**config.mk**
```make
export PLATFORM = sky130hd
export DESIGN_NAME = register_file
export DESIGN_NICKNAME = d
export VERILOG_FILES = /design/src/rtl/register_file_pkg.sv /design/src/rtl/regfile_scoreboard.sv /design/src/rtl/register_file.sv
export SDC_FILE = /design/constraint.sdc
export NUM_CORES = 2
export LEC_CHECK = 0
export ABC_CLOCK_PERIOD_IN_PS = 5100
export CORE_ASPECT_RATIO = 0.5
export CORE_MARGIN = 5
export CORE_UTILIZATION = 26
export DETAILED_ROUTE_END_ITERATION = 8
export HOLD_SLACK_MARGIN = 0.1
export PLACE_DENSITY = 0.46
export SLEW_MARGIN = 15
export SYNTH_ARGS = -nofsm -noshare
export SYNTH_HDL_FRONTEND = slang
export SYNTH_SLANG_ARGS = --single-unit
```
**constraint.sdc**
```tcl
create_clock -name clk -period 5.1 [get_ports clk]
set_input_delay 0.51 -clock clk [delete_from_list [all_inputs] [get_ports clk]]
set_output_delay 0.51 -clock clk [all_outputs]
set_load 0.1 [all_outputs]
```
**src/rtl/register_file_pkg.sv**
```systemverilog
// rtl/register_file_pkg.sv - shared sizing constants and index type for the integer register file
package register_file_pkg;

  localparam int XLEN      = 32;
  localparam int NREGS     = 32;
  localparam int REG_IDX_W = 5;

  typedef logic [REG_IDX_W-1:0] reg_idx_t;

  localparam reg_idx_t ZERO_REG = '0;

endpackage

```
**src/rtl/regfile_scoreboard.sv**
```systemverilog
// rtl/regfile_scoreboard.sv - pending-load scoreboard with decode-stage stall compare
module regfile_scoreboard
  import register_file_pkg::*;
#(
  parameter int NREGS = register_file_pkg::NREGS
) (
  input  logic     clk,
  input  logic     rst,
  input  logic     set_en,
  input  reg_idx_t set_idx,
  input  logic     clr_en,
  input  reg_idx_t clr_idx,
  input  reg_idx_t rs1_idx,
  input  reg_idx_t rs2_idx,
  input  logic     rs1_bypass,
  input  logic     rs2_bypass,
  output logic     busy_stall
);

  logic [NREGS-1:0] pending_q;
  logic [NREGS-1:0] pending_d;

  always_comb begin
    pending_d = pending_q;
    if (clr_en) begin
      pending_d[clr_idx] = 1'b0;
    end
    // Set is applied after clear so a younger load marking the same index wins.
    if (set_en) begin
      pending_d[set_idx] = 1'b1;
    end
    pending_d[ZERO_REG] = 1'b0;
  end

  always_ff @(posedge clk or negedge rst) begin
    if (!rst) begin
      pending_q <= '0;
    end else begin
      pending_q <= pending_d;
    end
  end

  always_comb begin
    busy_stall = rst && ((pending_q[rs1_idx] && !rs1_bypass) ||
                         (pending_q[rs2_idx] && !rs2_bypass));
  end

endmodule

```
**src/rtl/register_file.sv**
```systemverilog
// rtl/register_file.sv - RV32I integer register file with writeback bypass and load scoreboard
module register_file #(
  parameter int NREGS = register_file_pkg::NREGS,
  parameter int XLEN  = register_file_pkg::XLEN
) (
  input  logic                        clk,
  input  logic                        rst,
  input  logic                        RegWriteW,
  input  register_file_pkg::reg_idx_t RdW,
  input  logic [XLEN-1:0]             ResultW,
  input  register_file_pkg::reg_idx_t Rs1D,
  input  register_file_pkg::reg_idx_t Rs2D,
  output logic [XLEN-1:0]             RD1D,
  output logic [XLEN-1:0]             RD2D,
  input  logic                        LoadMarkE,
  input  register_file_pkg::reg_idx_t RdE,
  output logic                        BusyStallD
);
  import register_file_pkg::*;

  logic [XLEN-1:0] regs_q [NREGS];
  logic [XLEN-1:0] regs_d [NREGS];

  logic wr_en;
  logic mark_en;
  logic rs1_bypass;
  logic rs2_bypass;

  always_comb begin
    wr_en      = RegWriteW && (RdW != ZERO_REG);
    mark_en    = LoadMarkE && (RdE != ZERO_REG);
    rs1_bypass = wr_en && (RdW == Rs1D);
    rs2_bypass = wr_en && (RdW == Rs2D);
  end

  // x0 is never written, so regs_q[0] stays at its reset value of zero.
  always_comb begin
    regs_d = regs_q;
    if (wr_en) begin
      regs_d[RdW] = ResultW;
    end
  end

  always_ff @(posedge clk or negedge rst) begin
    if (!rst) begin
      for (int i = 0; i < NREGS; i++) begin
        regs_q[i] <= '0;
      end
    end else begin
      regs_q <= regs_d;
    end
  end

  // Outputs are forced to zero while reset is held so the bypass cannot leak ResultW.
  always_comb begin
    RD1D = '0;
    RD2D = '0;
    if (rst) begin
      RD1D = rs1_bypass ? ResultW : regs_q[Rs1D];
      RD2D = rs2_bypass ? ResultW : regs_q[Rs2D];
    end
  end

  regfile_scoreboard #(
    .NREGS(NREGS)
  ) u_scoreboard (
    .clk       (clk),
    .rst       (rst),
    .set_en    (mark_en),
    .set_idx   (RdE),
    .clr_en    (wr_en),
    .clr_idx   (RdW),
    .rs1_idx   (Rs1D),
    .rs2_idx   (Rs2D),
    .rs1_bypass(rs1_bypass),
    .rs2_bypass(rs2_bypass),
    .busy_stall(BusyStallD)
  );

endmodule

```
==> results.toml <==
[outcome]
run_status = "complete, no violations"

[timing]
fmax_mhz = 216
grt_setup_unrepaired = "no"
finalHoldViolCount = 0
final_min_period_over_clock_period_pct = 90.6
setup-violations-final = 0
worst_slew_pin_slew_ns = 1.16
fin_crit_period_ns = 4.62
worst_slew_margin_rel_pct = 21.9
number_of_pins_with_negative_max_slew_slack_in_the_final_report = 0
skew_ns = 0
totalNegativeSetupSlack_ns = 0

[final_layout]
area_delta_synth_final_pct = 16.2
final_util_pct = 30.4
final_net_count = 3661
most_frequent_cells_in_the_layout = "1055 x sky130_fd_sc_hd__dfrtp_1, 940 x sky130_fd_sc_hd__mux2_2, 527 x sky130_fd_sc_hd__mux4_2"
final_layout_size_suffix_gt1_share_pct = 51.9
finalNonFillerCells = 6570
layout.cells.most_common = "sky130_fd_sc_hd__dfrtp_1"

[yosys]
netlist_area_before_placement_um2 = 56000
synth.ff_latch_count = 1055
yosys.cell_types.count = 47
postSynthCellCount = 3658
mappedNetlistNets = 3714
synth-seq-area-share_pct = 47.2
average_cell_area_after_synthesis_um2 = 15.3
edff_count_synth = 0
ys_warn_count = 0
synth_async_sr_flop_share_pct = 100
ys.flop_type = "sky130_fd_sc_hd__dfrtp_1"

[critical_path]
cpPeakStageDelay_ns = 0.85
kind_of_capture_point_of_the_worst_setup_path = "primary output"
start_kind = "primary input"
critical_path.startpoint = "Rs1D[3]"
path_cells = "clkdlybuf4s50_1 > or3_2 > buf_4 > o22ai_1 > nor4_1 > a22o_1 > buf_12"
crit_path_max_fanout = 15
timing.reg2reg.setup_slack_ns = 4.23
reg2reg_to = "regs_q[106]"
crit_arrival_ns = 4.11
type_of_the_worst_setup_path = "in -> out"
worstRegToRegCells = 1
timing.critical_path.required_ns = 4.59
worstReg2RegStart = "regs_q[106]"
slowest_stage = "sky130_fd_sc_hd__clkdlybuf4s50_1"

[route]
drt-vias-per-instance = 5.34
drc_errors = 0
via_count = 35100
detail_route.wl_per_cell_um = 30.0
drt-initial-drc-count = 2677
antenna_violating_nets_post_route = 0
drt_first_pass_iters = 7
drt-total-wl_um = 197000

[global_route]
grt_max_degree = 155
grt.met2_usage_pct = 28.5
antenna_found_initial = 5
grt_busiest_layer = "met2"
globalRouteMet1Util_pct = 23.0
gr-total-overflow = 0
globalRouteMet3Util_pct = 2.63
first_global_vias = 38100
grt_util_all_layers_pct = 17.3
grt_pass1_wl_um = 286000

[place]
hpwlAfterDp_um = 114000
finalWeightedCongestion = 0.764
placed_cells = 6352
numPortBuffers = 120

[die]
die_w_um = 666
fp.dieH_um = 338
initial_utilization_pct = 26.1
overall_die_area_um2 = 225000
row_count = 120
core_area_um2 = 214000
top_level_ports = 121

[clock_tree]
cts_root_buf = "sky130_fd_sc_hd__clkbuf_16"
ctsHtreeMaxLevel = 3
cts_inserted_buffers = 117
worst_setup_hold_path_clk_slew_ns = 0.06
max-clock-path-buffers = 3
worstSkewPairLatency_ns = 0.75
cts_num_sinks = 1055
cts_tree = "built"

[flow_run]
drv.max_cap_violation_count = 0

[power_and_ir_drop]
vdd_ir_max_uv = 256
power_leakage_uw = 0.0274
report.power.total_uw = 25600
cellPowerDensity_nw_per_um2 = 393

[worst_hold_path]
min-delay-path-class = "in -> async"
==> Yosys cell counts (4+ instances only) <==
cell                        instances  area share [%]
sky130_fd_sc_hd__mux2i_1           71             1.3
sky130_fd_sc_hd__mux4_2           527              21
sky130_fd_sc_hd__mux2_1            87             1.8
sky130_fd_sc_hd__dfrtp_1         1055              47
sky130_fd_sc_hd__nor4_1            32            0.36
sky130_fd_sc_hd__a22oi_1           27            0.36
sky130_fd_sc_hd__o22ai_1          157             1.8
sky130_fd_sc_hd__or2_2              4           0.045
sky130_fd_sc_hd__o21ai_0           24            0.21
sky130_fd_sc_hd__nor2_1            19            0.13
sky130_fd_sc_hd__a21oi_1           31            0.28
sky130_fd_sc_hd__nand3b_1          10            0.13
sky130_fd_sc_hd__clkbuf_1         165             1.1
sky130_fd_sc_hd__buf_2            144             1.3
sky130_fd_sc_hd__buf_4             54            0.72
sky130_fd_sc_hd__nand3_1            8           0.072
sky130_fd_sc_hd__a32oi_1            5           0.078
sky130_fd_sc_hd__xor2_1             7            0.11
sky130_fd_sc_hd__nand2b_1           5           0.056
sky130_fd_sc_hd__nand2_1           98            0.66
sky130_fd_sc_hd__buf_1             58            0.39
sky130_fd_sc_hd__o211ai_1          32            0.43
sky130_fd_sc_hd__mux2_2           940              19
sky130_fd_sc_hd__a22o_1            48            0.75
sky130_fd_sc_hd__o2bb2ai_1          5           0.078
==> stage by stage <==
| step | area, um^2 | hold WS, ns | worst slack, ns |
|---|---|---|---|
| floorplan | 56000 | 0.214 | 1.41 |
| global placement | 61100 | 0.376 | 0.410 |
| detailed placement | 61100 | 0.383 | 0.393 |
| CTS | 65100 | 0.304 | 0.381 |
| global route | 65000 | 0.352 | 0.377 |
| finish | 65000 | 0.328 | 0.481 |
==> cell families (layout without fill, tap and decap cells) <==
kind of cell | count (synthesis) | in the layout | synth area share [%]
multiplexers | 1625 | 1625 | 43.1
flip-flops | 1055 | 1055 | 47.2
buffers and inverters | 427 | 470 | 3.59
AO/OA/AOI/OAI | 336 | 336 | 4.05
AND/OR/NAND/NOR | 205 | 205 | 1.92
XOR/XNOR | 10 | 10 | 0.156
other | 0 | 2 | 0
==> critical path: cells and delay by family <==
kind                   cells  cell delay, ns
buffers and inverters      3            1.46
AOI/OAI and AO/OA          2            0.45
and+or+nand+nor            2            1.63
==> power by group <==
group / switching [uW] / internal [uW]
sequential: 1160 / 9980
combinational: 2460 / 3140
clock: 3660 / 5180
==> final cells by class <==
class | count | area, um^2
repair buffers | 252 | 3230
inverters | 3 | 11.3
clock buffers | 183 | 3610
multi-input cells | 2176 | 27800
diodes | 2 | 5.00
flip-flops and latches | 1055 | 26400
fillers | 21200 | 149000
clock inverters | 32 | 363
well taps | 2867 | 3590
==> metal layers <==
layer / part of all wire [%] / wire [um] / up-vias
met5: 0 / 0 / -
met4: 3.9 / 7770 / 0
met2: 49 / 95500 / 988
li1: - / - / 14200
met3: 4.5 / 8930 / 328
met1: 43 / 84700 / 19600
==> worst max path at each step <==
stage,slack [ns],cells past startpoint,end
2_1_floorplan,1.41,8,BusyStallD
3_3_place_gp,0.41,7,RD1D[7]
3_5_place_dp,0.39,7,RD1D[7]
4_1_cts,0.38,7,RD1D[7]
5_1_grt,0.38,7,RD1D[7]
6_report,0.48,7,RD1D[7]
==> what timing repair did <==
item / 4_1_cts / 5_1_grt
gates resized for setup: 0 / 0
setup buffers: 0 / 0
hold buffers: 1 / 0
hold endpoints to repair: 61 / 0
==> sequential cells by signal, summed over array words and instances (netlist names) <==
register	flops
regs_q	1024
u_scoreboard.pending_q	31
Note: power is estimated with default switching activity, not from simulation.
